==> src/rtl/imem_word_writer_if.sv <==
// Request and memory-write bundle for imem_word_writer.
// The slave side is the writer; the master side is the loader or the bench.
interface imem_word_writer_if #(
    parameter int ADDR_W = 8,
    parameter int CNT_W  = 16
);
    logic              in_valid;
    logic              in_ready;
    logic [ADDR_W-1:0] in_addr;
    logic [31:0]       in_word;
    logic              mem_we;
    logic [ADDR_W-1:0] mem_addr;
    logic [7:0]        mem_din;
    logic              busy;
    logic              done;
    logic              err_align;
    logic [CNT_W-1:0]  word_count;

    modport slave (
        input  in_valid, in_addr, in_word,
        output in_ready, mem_we, mem_addr, mem_din, busy, done, err_align, word_count
    );

    modport master (
        output in_valid, in_addr, in_word,
        input  in_ready, mem_we, mem_addr, mem_din, busy, done, err_align, word_count
    );
endinterface

==> src/rtl/imem_word_writer.sv <==
// Serialises 32-bit instruction words into four big-endian byte writes
// on the byte-wide instruction memory write port.
module imem_word_writer #(
    parameter int ADDR_W = 8,
    parameter int CNT_W  = 16
) (
    input  logic               clk,
    input  logic               rst_n,
    imem_word_writer_if.slave  bus
);
    typedef enum logic {IDLE, WRITE} state_t;

    state_t            state_q;
    logic [1:0]        k_q, k_d;
    logic [ADDR_W-1:0] base_q;
    logic [31:0]       word_q;
    logic              mem_we_q;
    logic [ADDR_W-1:0] mem_addr_q;
    logic [7:0]        mem_din_q;
    logic              done_q;
    logic              err_q;
    logic [CNT_W-1:0]  cnt_q;
    logic              in_ready;
    logic              accept;
    logic              aligned;

    assign k_d      = k_q + 2'd1;
    assign in_ready = (state_q == IDLE) || (k_q == 2'd3);
    assign accept   = bus.in_valid && in_ready;
    assign aligned  = (bus.in_addr[1:0] == 2'b00);

    // Outputs are loaded one edge ahead, so they always describe byte k_q.
    always_ff @(posedge clk or negedge rst_n) begin
        if (!rst_n) begin
            state_q    <= IDLE;
            k_q        <= 2'd0;
            base_q     <= '0;
            word_q     <= '0;
            mem_we_q   <= 1'b0;
            mem_addr_q <= '0;
            mem_din_q  <= '0;
            done_q     <= 1'b0;
            err_q      <= 1'b0;
            cnt_q      <= '0;
        end else begin
            done_q <= 1'b0;
            err_q  <= 1'b0;
            if (state_q == WRITE) begin
                if (k_q == 2'd3) begin
                    if (cnt_q != '1) cnt_q <= cnt_q + 1'b1;
                    state_q  <= IDLE;
                    k_q      <= 2'd0;
                    mem_we_q <= 1'b0;
                end else begin
                    k_q        <= k_d;
                    mem_addr_q <= base_q + {{(ADDR_W-2){1'b0}}, k_d};
                    mem_din_q  <= word_q[8*(3-k_d) +: 8];
                    done_q     <= (k_d == 2'd3);
                end
            end
            // Accepts only happen in IDLE or at k==3, so this overrides the retire path.
            if (accept) begin
                if (aligned) begin
                    state_q    <= WRITE;
                    k_q        <= 2'd0;
                    base_q     <= bus.in_addr;
                    word_q     <= bus.in_word;
                    mem_we_q   <= 1'b1;
                    mem_addr_q <= bus.in_addr;
                    mem_din_q  <= bus.in_word[31:24];
                end else begin
                    err_q <= 1'b1;
                end
            end
        end
    end

    assign bus.in_ready   = in_ready;
    assign bus.mem_we     = mem_we_q;
    assign bus.mem_addr   = mem_addr_q;
    assign bus.mem_din    = mem_din_q;
    assign bus.busy       = (state_q == WRITE);
    assign bus.done       = done_q;
    assign bus.err_align  = err_q;
    assign bus.word_count = cnt_q;
endmodule

==> src/flat_wrapper.sv <==
// flat-port wrapper written by rule: the top's interface ports become plain ports
module imem_word_writer_flat 
#(
    parameter int ADDR_W = 8,
    parameter int CNT_W  = 16
)
  (clk, rst_n, bus_in_valid, bus_in_addr, bus_in_word, bus_in_ready, bus_mem_we, bus_mem_addr, bus_mem_din, bus_busy, bus_done, bus_err_align, bus_word_count);
  imem_word_writer_if #(.ADDR_W(ADDR_W), .CNT_W(CNT_W)) bus_i ();
  input  logic clk;
  input  logic rst_n;
  input wire logic [$bits(bus_i.in_valid)-1:0] bus_in_valid;
  input wire logic [$bits(bus_i.in_addr)-1:0] bus_in_addr;
  input wire logic [$bits(bus_i.in_word)-1:0] bus_in_word;
  output wire logic [$bits(bus_i.in_ready)-1:0] bus_in_ready;
  output wire logic [$bits(bus_i.mem_we)-1:0] bus_mem_we;
  output wire logic [$bits(bus_i.mem_addr)-1:0] bus_mem_addr;
  output wire logic [$bits(bus_i.mem_din)-1:0] bus_mem_din;
  output wire logic [$bits(bus_i.busy)-1:0] bus_busy;
  output wire logic [$bits(bus_i.done)-1:0] bus_done;
  output wire logic [$bits(bus_i.err_align)-1:0] bus_err_align;
  output wire logic [$bits(bus_i.word_count)-1:0] bus_word_count;
  assign bus_i.in_valid = bus_in_valid;
  assign bus_i.in_addr = bus_in_addr;
  assign bus_i.in_word = bus_in_word;
  assign bus_in_ready = bus_i.in_ready;
  assign bus_mem_we = bus_i.mem_we;
  assign bus_mem_addr = bus_i.mem_addr;
  assign bus_mem_din = bus_i.mem_din;
  assign bus_busy = bus_i.busy;
  assign bus_done = bus_i.done;
  assign bus_err_align = bus_i.err_align;
  assign bus_word_count = bus_i.word_count;
  imem_word_writer #(.ADDR_W(ADDR_W), .CNT_W(CNT_W)) u_core (.clk(clk), .rst_n(rst_n), .bus(bus_i));
endmodule
==> config.mk <==
export PLATFORM = sky130hd
export DESIGN_NAME = imem_word_writer_flat
export DESIGN_NICKNAME = d
export VERILOG_FILES = /design/src/rtl/imem_word_writer_if.sv /design/src/rtl/imem_word_writer.sv /design/src/flat_wrapper.sv
export SDC_FILE = /design/constraint.sdc
export NUM_CORES = 1
export LEC_CHECK = 0
export CAP_MARGIN = 20
export CORE_UTILIZATION = 46
export DETAILED_ROUTE_END_ITERATION = 12
export PLACE_DENSITY_LB_ADDON = 0.15
export SYNTH_ARGS = -nofsm -noshare
export SYNTH_HDL_FRONTEND = slang
export SYNTH_SLANG_ARGS = --single-unit
==> constraint.sdc <==
create_clock -name clk -period 2.25 [get_ports clk]
set_input_delay 0.675 -clock clk [delete_from_list [all_inputs] [get_ports clk]]
set_output_delay 0.675 -clock clk [all_outputs]
set_load 0.02 [all_outputs]
-- Word-level counts from Yosys, hierarchy flattened
Index checks and enable logic that the tools add are counted.
- bitwise logic cells: 1
- shifts and indexed selects: 1
- equal/unequal tests: 3
- reductions and logical operators: 5
- add/sub/neg operators: 4
- muxes and demuxes: 24
- operator list (operator ; count):
    2-to-1 mux 8 bit ; 8
    variable part select 32 x 33 -> 8 bit ; 1
    adder 16 x 1 -> 16 bit, second input constant ; 1
    != test 16 bit, second input constant ; 1
    2-to-1 mux 1 bit ; 12
    adder 8 x 2 -> 8 bit ; 1
    2-to-1 mux 2 bit ; 4
    equality test 2 bit, second input constant ; 2
    AND reduction 3 bit ; 1
    subtractor 2 x 2 -> 3 bit, first input constant ; 1
    adder 2 x 1 -> 2 bit, second input constant ; 1
    zero test 2 bit ; 1
    AND reduction 2 bit ; 1
    logical AND 1 bit ; 1
    logical OR 1 bit ; 1
    NOT 1 bit ; 1
- word-level logic and storage cells: 48
- output and inout port bits: 37
- input port bits: 43
- register bits after elaboration: 78

-- Depth between registers and ports, before layout
- depth after elaboration: 7
- depth in mapped cells: 10
- gate-level depth less buffers: 8

-- Least setup slack after synthesis
Ideal clock, no wire load.
- path kind: flip-flop to flip-flop
- start point: reg u_core.k_q[0]
- end point: reg u_core.mem_addr_q[5] (netlist: u_core.bus.mem_addr[5])
- required time: 2.113 ns
- slack: -0.026 ns
- arrival: 2.139 ns
- clock period less this slack: 2.276 ns
- cell stages (with the launch flop): 11
- path buffers: 2
- library setup time: 0.137 ns
- cells stage by stage: dfrtp_1 > buf_2 > inv_1 > ha_1 > clkbuf_1 > inv_1 > ha_1 > a21o_1 > nand4_1 > xor2_1 > a21oi_1
- cells in the longest elaborated chain, start to end: 6
- elaborated cells between the ends (all ways): 9
- classes of those cells: add/sub: 2; eq/ne: 1; mux: 4; reduce/logical: 2
- RTL lines (element ; line ; text):
    start, declared ; imem_word_writer.sv:14 ; logic [1:0] k_q, k_d;
    start signal, assigned ; imem_word_writer.sv:55 ; k_q <= k_d;
    adder 2 x 1 -> 2 bit ; imem_word_writer.sv:27 ; assign k_d = k_q + 2'd1;
    adder 8 x 2 -> 8 bit ; imem_word_writer.sv:56 ; mem_addr_q <= base_q + {{(ADDR_W-2){1'b0}}, k_d};
    2-to-1 mux 8 bit ; imem_word_writer.sv:49 ; if (k_q == 2'd3) begin
    2-to-1 mux 8 bit ; imem_word_writer.sv:48 ; if (state_q == WRITE) begin
    2-to-1 mux 8 bit ; imem_word_writer.sv:63 ; if (aligned) begin
    2-to-1 mux 8 bit * ; imem_word_writer.sv:62 ; if (accept) begin
    end signal, assigned ; imem_word_writer.sv:56 ;
    end signal, assigned ; imem_word_writer.sv:69 ; mem_addr_q <= bus.in_addr;
    end, declared ; imem_word_writer.sv:18 ; logic [ADDR_W-1:0] mem_addr_q;
Every way passes the cells marked *; elsewhere a longest branch is shown, timed or not.
A chain may end at the register's enable or synchronous reset.

-- Final worst setup path
- start point: reg u_core.cnt_q[6] (netlist: u_core.bus.word_count[6])
- end point: out bus_word_count[6]
- RTL lines (element ; line ; text):
    start, declared ; imem_word_writer.sv:22 ; logic [CNT_W-1:0] cnt_q;
    start signal, assigned ; imem_word_writer.sv:50 ; if (cnt_q != '1) cnt_q <= cnt_q + 1'b1;
    end, declared ; flat_wrapper.sv:21 ; output wire logic [$bits(bus_i.word_count)-1:0] bus_word_count;
No word-level cell between the ends.

==> impl_metrics.env <==
export IMPL_gp_congestion=0.761
export IMPL_yosys_top_cells_area="dfrtp_1 53%, mux2_2 11%, mux4_2 4.9%"
export IMPL_slew_headroom_pct=69.0
export IMPL_synth_top_area_cell="dfrtp_1"
export IMPL_p_int_mw=3.97
export IMPL_r2r_cells=9
export IMPL_cp_top_family="buffers and inverters"
export IMPL_timing_worst_setup_path_type="reg -> out"
export IMPL_path_depth=1
export IMPL_syn_num_nets=327
export IMPL_power_net_switching_mw=1.91
export IMPL_start_kind="flop"
export IMPL_run_status="finished, final reports clean"
export IMPL_hpwlAfterDp_mm=4.97
export IMPL_cts_buffers=9
export IMPL_arrival_ns=1.46
export IMPL_max_cap_viol_count=0
export IMPL_grt_pass1_wl_mm=12.4
export IMPL_wirelength_mm=7.04
export IMPL_synth_top_area_share_pct=53.5
export IMPL_fmaxAchievable_mhz=468
export IMPL_grt_use_total_pct=19.5
export IMPL_clk_pin_slew_ns=0.08
export IMPL_synth_simple_area_share_pct=10.6
export IMPL_p_seq_share_pct=39.4
export IMPL_path_max_fanout=5
export IMPL_drive_gt1_share_pct=22.9
export IMPL_hold_violations=0
export IMPL_yosysSeqAreaShare_pct=53.5
export IMPL_synthArstFlopShare_pct=100
export IMPL_setup_tns_ns=0
export IMPL_dieHeight_um=91.1
export IMPL_fin_skew_ns=0.00685
export IMPL_vias=2436
export IMPL_detail_route_antenna_nets=0
export IMPL_final_area_um2=4840
export IMPL_period_share_pct=95.0
export IMPL_wl_per_cell_um=14.9
export IMPL_grt_max_degree=41
export IMPL_reg2reg_from="u_core.k_q[0]$_DFF_PN0_"
export IMPL_setup_viol=0
export IMPL_num_antenna_cells=0
export IMPL_drv_slew=0
export IMPL_synth_fa_ha_area_share_pct=2.26
export IMPL_cts_root_buf="clkbuf_8"
export IMPL_core_um2=7690
export IMPL_first_iter_violations=157
export IMPL_end_kind="output pin"
export IMPL_grt_remaining_overflow=0
export IMPL_hold_class="in -> async"
export IMPL_synth_seq_cells=78
export IMPL_worst_pin_slew_ns=0.464
export IMPL_io_buffers=79
export IMPL_cp_slowest_cell="clkdlybuf4s50_1"
export IMPL_place_area_um2=4600
export IMPL_fin_ws_ns=0.114
export IMPL_insertion_delay_ns=0.34
export IMPL_clkPwrFrac_pct=20.3
export IMPL_clock_sinks=78
export IMPL_row_count=32
export IMPL_final_nets=415
export IMPL_die_area_um2=8290
export IMPL_synth_top_family_by_area="multiplexers"
export IMPL_reg2reg_setup_slack_ns=0.20
export IMPL_grt_pass1_vias=2532
export IMPL_synth_cells=278
export IMPL_p_leak_nw=2.07
export IMPL_yosys_warnings=0
export IMPL_required_ns=1.57
export IMPL_synth_ff_type="dfrtp_1"
export IMPL_htree_num_levels=3
export IMPL_die_w_um=91.1
export IMPL_ir_drop_uv=759
export IMPL_clock_path_buffers=2
export IMPL_path_cells="clkdlybuf4s50_1"
export IMPL_place_ws_ns=0.0840
export IMPL_r2r_end="u_core.bus.mem_addr[5]$_DFF_PN0_"
export IMPL_synth_compound_area_share_pct=6.27
export IMPL_cts_hold_buffers=0
export IMPL_antenna_found_initial=0
export IMPL_ios=80
export IMPL_synthMostInstantiatedCell="dfrtp_1"
export IMPL_syn2layout_area_growth_pct=32.5
export IMPL_synth_avg_cell_area_um2=13.1
export IMPL_synth_xor_area_share_pct=4.08
export IMPL_period_minus_slack_ns=2.14
export IMPL_synth_edff_count=0
export IMPL_drt_pre_antenna_iters=4
export IMPL_initial_utilization_pct=47.5
export IMPL_switching_share_pct=32.5
export IMPL_syn_cell_area_um2=3650
export IMPL_synth_common_cells="78 x dfrtp_1, 37 x mux2_2, 21 x nand2_1"
export IMPL_crit_buf_inv=1
export IMPL_drc=0
export IMPL_synthDistinctLibCells=43
export IMPL_powerDensity_nw_per_um2=1220
export IMPL_grt_setup_unrepaired="no"
export IMPL_p_comb_share_pct=40.2
export IMPL_max_stage_delay_ns=0.65
export IMPL_cts_tree="yes"
export IMPL_synth_mux_area_share_pct=20.8
export IMPL_nFillCells=634
export IMPL_via_per_inst=5.15
==> power groups by stage <==
stage	clock (mW)	combinational, mW	sequential, mW
floorplan	0	1.32	2.51
global placement	0	2.35	2.33
detailed placement	0	2.40	2.35
CTS	1.23	2.40	2.32
global route	1.30	2.60	2.40
finish	1.20	2.37	2.32
==> cells in the final DEF, fill, tap and decap left out, types with 2 or more instances in the layout <==
cell type,n
o211ai_1,4
xnor2_1,12
mux4_2,8
buf_4,8
nand4_4,2
mux2_1,3
nand4_1,3
bufinv_16,2
dfrtp_1,78
clkbuf_8,12
and3_2,2
nor2_1,8
mux2_2,37
and2_1,4
mux2i_1,13
a21oi_1,9
inv_1,4
xor2_1,5
o21ai_0,15
a211oi_1,4
buf_12,2
nand3_1,6
and3_1,2
ha_1,5
nand2_1,20
nor2b_1,4
clkdlybuf4s50_1,77
==> registers in the layout (all words and copies together), names as in the netlist <==
name and flops:
u_core.base_q 8, u_core.bus.busy 1, u_core.bus.done 1, u_core.bus.err_align 1, u_core.bus.mem_addr 8, u_core.bus.mem_din 8, u_core.bus.mem_we 1, u_core.bus.word_count 16
u_core.k_q 2, u_core.word_q 32
==> metal layers <==
metal / up-vias / track usage, % / wire length (um)
met5: - / 0 / 0
met4: 0 / 8.73 / 97
met3: 8 / 3.18 / 248
met2: 61 / 31.0 / 3460
met1: 1190 / 26.4 / 3240
li1: 1177 / - / -
==> final cells by class <==
| class | instances | area [um^2] | area share (%) |
|---|---|---|---|
| timing repair buffer | 89 | 887 | 18.3 |
| sequential | 78 | 1950 | 40.4 |
| tap | 102 | 128 | 2.64 |
| clock inverter | 3 | 65.1 | 1.35 |
| clock buffer | 13 | 169 | 3.49 |
| multi-input combinational | 183 | 1620 | 33.4 |
| inverter | 5 | 18.8 | 0.388 |
==> through the flow <==
stage	power, mW	util [%]	hold slack, ns	instances
after CTS	5.96	62.9	0.285	473
after floorplan	3.83	-	0.379	278
after global routing	6.30	62.9	0.301	473
final	5.89	62.9	0.277	473
after detailed placement	4.75	59.9	0.478	457
after global placement	4.68	59.9	0.480	457
==> kinds of logic after synthesis <==
| family | count (synthesis) |
|---|---|
| AO/OA/AOI/OAI | 37 |
| XOR/XNOR | 17 |
| adder cells (fa/ha/maj) | 6 |
| buffers and inverters | 17 |
| flip-flops | 78 |
| multiplexers | 61 |
| AND/OR/NAND/NOR | 62 |
==> what timing repair did <==
action / 4_1_cts / 5_1_grt
gates resized for setup: 2 / 3
setup endpoints to repair: 1 / 5
setup buffers: 0 / 0
==> worst max-delay path by stage <==
stage                                              start  slack, ns                                to
finish              u_core.bus.word_count[6]$_DFFE_PN0P_       0.11                 bus_word_count[6]
global route                     u_core.k_q[0]$_DFF_PN0_       0.01  u_core.bus.mem_addr[5]$_DFF_PN0_
CTS                              u_core.k_q[0]$_DFF_PN0_       0.01                      bus_in_ready
detailed placement                        bus_in_addr[1]       0.08     u_core.word_q[30]$_DFFE_PN0P_
global placement                          bus_in_addr[1]       0.13     u_core.word_q[30]$_DFFE_PN0P_
floorplan                        u_core.k_q[0]$_DFF_PN0_       0.12  u_core.bus.mem_addr[5]$_DFF_PN0_
Power figures use the tool's default switching activity.
